--- src/rtl/wb_arb_pkg.sv ---
// Shared types for the two-master Wishbone arbiter: FSM state encoding,
// master count and the state-to-grant decode.
package wb_arb_pkg;

  localparam int NB_MASTERS = 2;

  typedef enum logic [1:0] {
    IDLE = 2'd0,
    GNT0 = 2'd1,
    GNT1 = 2'd2
  } state_t;

  function automatic logic [NB_MASTERS-1:0] state_to_gnt(input state_t s);
    case (s)
      GNT0:    return 2'b01;
      GNT1:    return 2'b10;
      default: return 2'b00;
    endcase
  endfunction

endpackage

--- src/rtl/wshb_if.sv ---
// Wishbone bundle: 32-bit address/data, 4-bit byte select, cti/bte burst tags.
interface wshb_if;

  logic        cyc;
  logic        stb;
  logic        we;
  logic [31:0] adr;
  logic [31:0] dat_ms;
  logic [31:0] dat_sm;
  logic [3:0]  sel;
  logic [2:0]  cti;
  logic [1:0]  bte;
  logic        ack;
  logic        err;

  modport master (output cyc, stb, we, adr, dat_ms, sel, cti, bte,
                  input  dat_sm, ack, err);
  modport slave  (input  cyc, stb, we, adr, dat_ms, sel, cti, bte,
                  output dat_sm, ack, err);

endinterface

--- src/rtl/wb_arb_fsm.sv ---
// Grant FSM: registered owner and priority; the owner keeps the bus for as
// long as it holds cyc, and a waiting master takes over without an idle cycle.
module wb_arb_fsm
  import wb_arb_pkg::*;
#(
  parameter int RR        = 1,
  parameter int INIT_PRIO = 0
) (
  input  logic                  clk,
  input  logic                  rst,
  input  logic [NB_MASTERS-1:0] cyc_i,
  output logic [NB_MASTERS-1:0] gnt_o
);

  state_t state_q, state_d;
  logic   prio_q, prio_d;
  logic   prio_eff;

  always_ff @(posedge clk or posedge rst) begin
    if (rst) begin
      state_q <= IDLE;
      prio_q  <= 1'(INIT_PRIO);
    end else begin
      state_q <= state_d;
      prio_q  <= prio_d;
    end
  end

  // With fixed priority master 0 always wins a tie.
  assign prio_eff = (RR != 0) ? prio_q : 1'b0;

  always_comb begin
    state_d = state_q;
    prio_d  = prio_q;
    case (state_q)
      IDLE: begin
        if (cyc_i[0] && cyc_i[1]) state_d = prio_eff ? GNT1 : GNT0;
        else if (cyc_i[0])        state_d = GNT0;
        else if (cyc_i[1])        state_d = GNT1;
      end
      GNT0:    if (!cyc_i[0]) state_d = cyc_i[1] ? GNT1 : IDLE;
      GNT1:    if (!cyc_i[1]) state_d = cyc_i[0] ? GNT0 : IDLE;
      default: state_d = IDLE;
    endcase
    // A fresh grant hands priority to the master that did not get the bus.
    if (state_d != state_q) begin
      if (state_d == GNT0)      prio_d = (RR != 0);
      else if (state_d == GNT1) prio_d = 1'b0;
    end
  end

  assign gnt_o = state_to_gnt(state_q);

endmodule

--- src/rtl/wb_arbiter.sv ---
// Two-master Wishbone arbiter: the grant FSM picks the owner, this level muxes
// the owner onto the shared target with no added latency.
module wb_arbiter
  import wb_arb_pkg::*;
#(
  parameter int RR        = 1,
  parameter int INIT_PRIO = 0
) (
  input  logic                  clk,
  input  logic                  rst,
  wshb_if.slave                 wb_m0,
  wshb_if.slave                 wb_m1,
  wshb_if.master                wb_s,
  output logic [NB_MASTERS-1:0] gnt
);

  logic sel0, sel1;

  wb_arb_fsm #(
    .RR        (RR),
    .INIT_PRIO (INIT_PRIO)
  ) u_fsm (
    .clk   (clk),
    .rst   (rst),
    .cyc_i ({wb_m1.cyc, wb_m0.cyc}),
    .gnt_o (gnt)
  );

  assign sel0 = gnt[0];
  assign sel1 = gnt[1];

  // Idle bus drives all request fields to zero.
  assign wb_s.cyc    = sel0 ? wb_m0.cyc    : (sel1 ? wb_m1.cyc    : 1'b0);
  assign wb_s.stb    = sel0 ? wb_m0.stb    : (sel1 ? wb_m1.stb    : 1'b0);
  assign wb_s.we     = sel0 ? wb_m0.we     : (sel1 ? wb_m1.we     : 1'b0);
  assign wb_s.adr    = sel0 ? wb_m0.adr    : (sel1 ? wb_m1.adr    : 32'h0);
  assign wb_s.dat_ms = sel0 ? wb_m0.dat_ms : (sel1 ? wb_m1.dat_ms : 32'h0);
  assign wb_s.sel    = sel0 ? wb_m0.sel    : (sel1 ? wb_m1.sel    : 4'h0);
  assign wb_s.cti    = sel0 ? wb_m0.cti    : (sel1 ? wb_m1.cti    : 3'h0);
  assign wb_s.bte    = sel0 ? wb_m0.bte    : (sel1 ? wb_m1.bte    : 2'h0);

  // Read data is broadcast; only the owner ever sees ack or err.
  assign wb_m0.dat_sm = wb_s.dat_sm;
  assign wb_m1.dat_sm = wb_s.dat_sm;
  assign wb_m0.ack    = sel0 & wb_s.ack;
  assign wb_m1.ack    = sel1 & wb_s.ack;
  assign wb_m0.err    = sel0 & wb_s.err;
  assign wb_m1.err    = sel1 & wb_s.err;

endmodule
--- src/flat_wrapper.sv ---
// flat-port wrapper written by rule: the top's interface ports become plain ports
module wb_arbiter_flat import wb_arb_pkg::*;
#(
  parameter int RR        = 1,
  parameter int INIT_PRIO = 0
)
  (clk, rst, gnt, wb_m0_cyc, wb_m0_stb, wb_m0_we, wb_m0_adr, wb_m0_dat_ms, wb_m0_sel, wb_m0_cti, wb_m0_bte, wb_m0_dat_sm, wb_m0_ack, wb_m0_err, wb_m1_cyc, wb_m1_stb, wb_m1_we, wb_m1_adr, wb_m1_dat_ms, wb_m1_sel, wb_m1_cti, wb_m1_bte, wb_m1_dat_sm, wb_m1_ack, wb_m1_err, wb_s_cyc, wb_s_stb, wb_s_we, wb_s_adr, wb_s_dat_ms, wb_s_sel, wb_s_cti, wb_s_bte, wb_s_dat_sm, wb_s_ack, wb_s_err);
  wshb_if wb_m0_i ();
  wshb_if wb_m1_i ();
  wshb_if wb_s_i ();
  input  logic clk;
  input  logic rst;
  output logic [NB_MASTERS-1:0] gnt;
  input wire logic [$bits(wb_m0_i.cyc)-1:0] wb_m0_cyc;
  input wire logic [$bits(wb_m0_i.stb)-1:0] wb_m0_stb;
  input wire logic [$bits(wb_m0_i.we)-1:0] wb_m0_we;
  input wire logic [$bits(wb_m0_i.adr)-1:0] wb_m0_adr;
  input wire logic [$bits(wb_m0_i.dat_ms)-1:0] wb_m0_dat_ms;
  input wire logic [$bits(wb_m0_i.sel)-1:0] wb_m0_sel;
  input wire logic [$bits(wb_m0_i.cti)-1:0] wb_m0_cti;
  input wire logic [$bits(wb_m0_i.bte)-1:0] wb_m0_bte;
  output wire logic [$bits(wb_m0_i.dat_sm)-1:0] wb_m0_dat_sm;
  output wire logic [$bits(wb_m0_i.ack)-1:0] wb_m0_ack;
  output wire logic [$bits(wb_m0_i.err)-1:0] wb_m0_err;
  input wire logic [$bits(wb_m1_i.cyc)-1:0] wb_m1_cyc;
  input wire logic [$bits(wb_m1_i.stb)-1:0] wb_m1_stb;
  input wire logic [$bits(wb_m1_i.we)-1:0] wb_m1_we;
  input wire logic [$bits(wb_m1_i.adr)-1:0] wb_m1_adr;
  input wire logic [$bits(wb_m1_i.dat_ms)-1:0] wb_m1_dat_ms;
  input wire logic [$bits(wb_m1_i.sel)-1:0] wb_m1_sel;
  input wire logic [$bits(wb_m1_i.cti)-1:0] wb_m1_cti;
  input wire logic [$bits(wb_m1_i.bte)-1:0] wb_m1_bte;
  output wire logic [$bits(wb_m1_i.dat_sm)-1:0] wb_m1_dat_sm;
  output wire logic [$bits(wb_m1_i.ack)-1:0] wb_m1_ack;
  output wire logic [$bits(wb_m1_i.err)-1:0] wb_m1_err;
  output wire logic [$bits(wb_s_i.cyc)-1:0] wb_s_cyc;
  output wire logic [$bits(wb_s_i.stb)-1:0] wb_s_stb;
  output wire logic [$bits(wb_s_i.we)-1:0] wb_s_we;
  output wire logic [$bits(wb_s_i.adr)-1:0] wb_s_adr;
  output wire logic [$bits(wb_s_i.dat_ms)-1:0] wb_s_dat_ms;
  output wire logic [$bits(wb_s_i.sel)-1:0] wb_s_sel;
  output wire logic [$bits(wb_s_i.cti)-1:0] wb_s_cti;
  output wire logic [$bits(wb_s_i.bte)-1:0] wb_s_bte;
  input wire logic [$bits(wb_s_i.dat_sm)-1:0] wb_s_dat_sm;
  input wire logic [$bits(wb_s_i.ack)-1:0] wb_s_ack;
  input wire logic [$bits(wb_s_i.err)-1:0] wb_s_err;
  assign wb_m0_i.cyc = wb_m0_cyc;
  assign wb_m0_i.stb = wb_m0_stb;
  assign wb_m0_i.we = wb_m0_we;
  assign wb_m0_i.adr = wb_m0_adr;
  assign wb_m0_i.dat_ms = wb_m0_dat_ms;
  assign wb_m0_i.sel = wb_m0_sel;
  assign wb_m0_i.cti = wb_m0_cti;
  assign wb_m0_i.bte = wb_m0_bte;
  assign wb_m0_dat_sm = wb_m0_i.dat_sm;
  assign wb_m0_ack = wb_m0_i.ack;
  assign wb_m0_err = wb_m0_i.err;
  assign wb_m1_i.cyc = wb_m1_cyc;
  assign wb_m1_i.stb = wb_m1_stb;
  assign wb_m1_i.we = wb_m1_we;
  assign wb_m1_i.adr = wb_m1_adr;
  assign wb_m1_i.dat_ms = wb_m1_dat_ms;
  assign wb_m1_i.sel = wb_m1_sel;
  assign wb_m1_i.cti = wb_m1_cti;
  assign wb_m1_i.bte = wb_m1_bte;
  assign wb_m1_dat_sm = wb_m1_i.dat_sm;
  assign wb_m1_ack = wb_m1_i.ack;
  assign wb_m1_err = wb_m1_i.err;
  assign wb_s_cyc = wb_s_i.cyc;
  assign wb_s_stb = wb_s_i.stb;
  assign wb_s_we = wb_s_i.we;
  assign wb_s_adr = wb_s_i.adr;
  assign wb_s_dat_ms = wb_s_i.dat_ms;
  assign wb_s_sel = wb_s_i.sel;
  assign wb_s_cti = wb_s_i.cti;
  assign wb_s_bte = wb_s_i.bte;
  assign wb_s_i.dat_sm = wb_s_dat_sm;
  assign wb_s_i.ack = wb_s_ack;
  assign wb_s_i.err = wb_s_err;
  wb_arbiter #(.RR(RR), .INIT_PRIO(INIT_PRIO)) u_core (.clk(clk), .rst(rst), .wb_m0(wb_m0_i), .wb_m1(wb_m1_i), .wb_s(wb_s_i), .gnt(gnt));
endmodule
--- config.mk ---
export PLATFORM = sky130hd
export DESIGN_NAME = wb_arbiter_flat
export DESIGN_NICKNAME = d
export VERILOG_FILES = /design/src/rtl/wb_arb_pkg.sv /design/src/rtl/wshb_if.sv /design/src/rtl/wb_arb_fsm.sv /design/src/rtl/wb_arbiter.sv /design/src/flat_wrapper.sv
export SDC_FILE = /design/constraint.sdc
export NUM_CORES = 1
export LEC_CHECK = 0
export CAP_MARGIN = 20
export CORE_AREA = 2 2 129 131
export CTS_CLUSTER_DIAMETER = 60
export CTS_CLUSTER_SIZE = 20
export DETAILED_ROUTE_END_ITERATION = 6
export DIE_AREA = 0 0 131 133
export HOLD_SLACK_MARGIN = 0.02
export PLACE_DENSITY = 0.52
export SLEW_MARGIN = 5
export SYNTH_ARGS = -nofsm -noshare
export SYNTH_HDL_FRONTEND = slang
export SYNTH_SLANG_ARGS = --single-unit
--- constraint.sdc ---
create_clock -name clk -period 5.39 [get_ports clk]
set_input_delay 0.8085 -clock clk [delete_from_list [all_inputs] [get_ports clk]]
set_output_delay 0.8085 -clock clk [all_outputs]
set_load 0.02 [all_outputs]
Word level (Yosys, flattened, before mapping)

Cells that the tools add are included.
W data, S select, Z words.

Muxes and demuxes: 28
Equality and inequality tests: 5
Bitwise logic cells: 4
Reductions and logical operators: 4

Operators with widths:

| cell                 | count |
|---|---|
| $mux W32             | 4 |
| $mux W2              | 9 |
| $mux W1              | 9 |
| $mux W4              | 2 |
| $mux W3              | 2 |
| $pmux W2 S3          | 1 |
| $and A1 B1 Y1        | 4 |
| $eq A2 B1 Y1 const B | 2 |
| $eq A2 B2 Y1 const B | 2 |
| $pmux W2 S2          | 1 |
| $logic_not A2 Y1     | 1 |
| $ne A2 B2 Y1         | 1 |
| $reduce_and A2 Y1    | 1 |
| $reduce_bool A2 Y1   | 1 |
| $logic_and A1 B1 Y1  | 1 |

Register bits: 3
Output and inout port bits: 146
Logic and storage cells: 43
Bits of input ports: 188

Depth between registers and ports, before layout

Depth after elaboration: 7
Gate-level depth with buffers: 6
Gate-level depth less buffers: 6

By module

A second synthesis with hierarchy kept.

Cell total of the unflattened synthesis: 184
Area total of the unflattened synthesis: 1,505.2 µm²

By module, submodules not included:

| module     | area an instance (µm²) | seq. area each (µm²) | times used | cells each |
|---|---|---|---|---|
| wb_arbiter | 1,316.3                | 0.0                  | 1          | 166 |
| wb_arb_fsm | 188.9                  | 75.1                 | 1          | 18 |

Worst setup path after synthesis

OpenSTA, ideal clock, no wires.

Path kind: reg-to-output
Start point: reg u_core.u_fsm.state_q[0]
End point: out wb_s_adr[14]
Path slack: 3,297 ps
Arrival: 1,285 ps
Path buffers: 3
Required time: 4,582 ps
Cell stages (with the launch flop): 6
Cell sequence: dfrtp_1 -> nor2b_1 -> buf_6 -> buf_4 -> buf_4 -> a22o_1

Word-level cells in the longest chain between the ends: 4
Elaborated cells between the ends (all ways): 5
Classes of those cells: eq/ne (2); mux (3)

RTL lines:

| element                                      | RTL line           | RTL |
|---|---|---|
| start, declared                              | wb_arb_fsm.sv:15   | `state_t state_q, state_d;` |
| start signal, assigned                       | wb_arb_fsm.sv:24   | `state_q <= state_d;` |
| $eq A2 B2 Y1 or $eq A2 B1 Y1 (tied branches) | wb_arb_pkg.sv:14   | `case (s)` |
| $pmux W2 S2 (*)                              | wb_arb_pkg.sv:14   |  |
| $mux W32                                     | wb_arbiter.sv:36   | `assign wb_s.adr = sel0 ? wb_m0.adr : (sel1 ? wb_m1.adr : 32'h0);` |
| $mux W32 (*)                                 | wb_arbiter.sv:36   |  |
| end, declared                                | flat_wrapper.sv:39 | `output wire logic [$bits(wb_s_i.adr)-1:0] wb_s_adr;` |

Mark *: on every way between the ends. The rest lies on a longest branch, timed or not.

Worst setup path after layout

Start point: reg u_core.u_fsm.state_q[0]
End point: out wb_s_adr[0]

The elaborated chain is that of the path after synthesis.

==> impl_results.md <==
* Synth Area in Simple Gates at 0.05380
* CTS buffer count at 3
* GR Util All Layers at 0.07978
* Largest cells by area after synthesis: a22o_1 (45%), buf_4 (34%), dfrtp_1 (5.1%)
* Die Y at 133 um
* Ant. Diodes at 0
* 1st-iter DRT viols at between 60 and 70
* Router iterations before antenna repair at 4
* Register area share after synthesis at 0.05124
* Synth top cells by count: a22o_1 (75), buf_4 (67), buf_2 (10), and2_1 (6), clkbuf_1 (4)
* Worst vdd ir at 0.1390 mV
* Synth cell types at 18
* Worst-path clk slew at about 0.030 ns
* Worst setup path class: reg -> out
* Worst skew pair latency at 0.22 ns
* Crit-path slowest cell: nor2b_4
* RSZ-0062 raised after global routing: false
* Post-route insts no fill at 562
* Vias in the first global route at 2,118
* Post-route setup TNS at 0 ns
* Routed wire length at ~7.9 mm
* FMAX at 0.2712 GHz
* Largest family of logic cells by synthesized area: compound AO/OA/AOI/OAI gates
* Top_reg_cell synth: dfrtp_1
* Core Area at 16,170 um^2
* Initial core utilization at 0.09060
* CTS tree: built
* Synth Area in Adders at 0.008540
* P&R area growth vs syn at 150.0%
* Xor/xnor share of the synthesized area at 0
* Max-slew violations at 0
* Tightest Pin Transition at 0.9028 ns
* Fillers at 1,732
* R2R Path End: u_core.u_fsm.prio_eff
* Number of nets with antenna violations after routing at 0
* R2R depth at 4
* Crit. End Element: output port
* Leak at 0.001343 uW
* Post-synthesis register bit count at 3
* GPL Wtd Cong at 0.8113
* Synth Cell Area at 1465 um^2
* Status: completed
* Num Clock Sinks at 3
* RR Startpoint: u_core.u_fsm.state_q[0]
* Drt wl/cell at 14.03 um
* Critical Path RT at 4.58 ns
* Post_cts resized at 0
* Clock Tree Buf Depth at 2
* DRC Markers at 0
* Worst slew margin at 0.3969
* Global route overflow at 0
* Hold WS at 0.5275 ns
* # port buffers at 237
* Hold Path End: u_core.u_fsm.prio_eff
* Synth Net Count at 369
* Pin count of the biggest net entering global routing at 50
* Final Critical Period at 3.688 ns
* Final setup viols at 0
* Via count at 2,038
* Die area at 17,420 um^2
* Max-capacitance violation count at 0
* Synth Area in Compound Gates at 0.4808
* Cell taking the most area after synthesis: a22o_1
* Post-synth ARST share at 1.000
* Area of the multi-input gates at 822.0 um^2
* Detailed placement HPWL at approximately 6.6 mm
* Syn Inst Count at 180
* Pwr/cell area at ~250 nW/um^2
* Worst Path Max Fanout at 41
* Warnings, synthesis at 0
* Placed Instances at between 500 and 600
* Cts-stage hold buffer count at 0
* First-pass GRT wire length at roughly 11 mm
* Fin crit share at 0.6841
* Data arrival, critical path at 2.88 ns
* Number of enable flip-flop cells after synthesis at 0
* Layout cells sized above 1 at 0.02632
* Top-count cell post-synth: a22o_1
* Hold Crit Depth at 1
* Critical path launch point type: flip-flop
* Post-CTS Setup Inserts at 0
* Post-synthesis mux area share at 0.007686
* Final hold vios at 0
* Share of the synthesized area in the top cell type at 0.4483
* Via-per-instance ratio at 3.626
* Top Ports at ~330
* Register area at 75.07 um^2
* CTS H-Tree Depth at 1
* HP Start: u_core.u_fsm.prio_eff
* FP Rows at 47
* Syn_area_per_cell at a little over 8 um^2
* Crit-path max cell delay at 0.80 ns
* Hold Path Class: reg -> reg
* Clock skew at 0.0003084 ns
* Chip width at 131 um
* # nets final at roughly 530
* Flop-to-flop setup slack at 3.01 ns
* Initial antenna violation count at 0
* CP Cell Sequence: nor2b_4 > buf_4 > a22o_1 > clkdlybuf4s50_1
* CTS Root Cell: clkbuf_16
-- area by class of cell --
type / instances / area share
sequential: 3 / 0.02050
clock buffer: 4 / 0.02152
multi-input combinational: 94 / 0.2245
timing repair buffer: 240 / 0.6573
tap: 220 / 0.07516
inverter: 1 / 0.001025
-- cells in the final DEF, fill, tap and decap left out --
master and n:
inv_1 1, and3b_1 1, a21o_1 1, a2111oi_4 1, dfrtp_1 3, o22ai_1 2, clkbuf_16 3, buf_4 2
nand2_1 1, nor2b_1 1, clkbuf_1 1, ha_1 1, nor4_1 1, a22o_1 75, and2_1 6, nor2_1 1
nor2b_4 2, buf_12 1, mux2_1 1, clkdlybuf4s50_1 237
-- power breakdown --
| part | leakage, uW | internal, uW | switching, uW |
|---|---|---|---|
| clock | 0.0000382 | 97.6 | 19.7 |
| sequential | 0.0000379 | 29.5 | 9.18 |
| combinational | 0.00127 | 411 | 349 |
-- through the flow --
stage	worst slack, ns	cell area (um^2)	util	total power (uW)
after floorplan	3.297	1465	-	481.6
after global placement	1.896	3563	0.2203	794.1
after detailed placement	1.794	3563	0.2203	797.9
after CTS	1.551	3642	0.2252	921.1
after global routing	1.503	3662	0.2265	964.8
final	1.702	3662	0.2265	916.3
-- metal layers --
metal  global-route usage  vias to the layer above  wire [um]
met3              0.01860                       32        707
met5                    0                        -          0
li1                     -                      947          -
met4              0.03546                        0        250
met1              0.08115                      932       2800
met2               0.1511                      127       4124
-- worst max-delay path, delay by kind of cell, from the launching register on --
family / cells / cell delay [ns]
flops: 1 / 0.47
compound gates: 1 / 0.22
buf+inv: 2 / 1.13
simple gates: 1 / 0.80
-- how the worst max path moves through the flow --
stage,start,endpoint,slack [ns],cells after the start
global route,u_core.u_fsm.state_q[0],wb_s_dat_ms[30],1.50,4
global placement,u_core.u_fsm.state_q[1],wb_s_adr[10],1.90,4
floorplan,u_core.u_fsm.state_q[0],wb_s_adr[14],3.30,5
CTS,u_core.u_fsm.state_q[1],wb_s_adr[10],1.55,4
detailed placement,u_core.u_fsm.state_q[1],wb_s_adr[10],1.79,4
finish,u_core.u_fsm.state_q[0],wb_s_adr[0],1.70,4
-- sequential cells by signal, indices dropped and copies added, names as in the netlist --
name and flops:
u_core.u_fsm.prio_eff 1, u_core.u_fsm.state_q 2
-- cell families after synthesis --
group,count (synthesis)
multiplexers,1
AO/OA/AOI/OAI,79
flip-flops,3
AND/OR/NAND/NOR,13
buffers and inverters,83
adder cells (fa/ha/maj),1
Power figures use the tool's default switching activity.
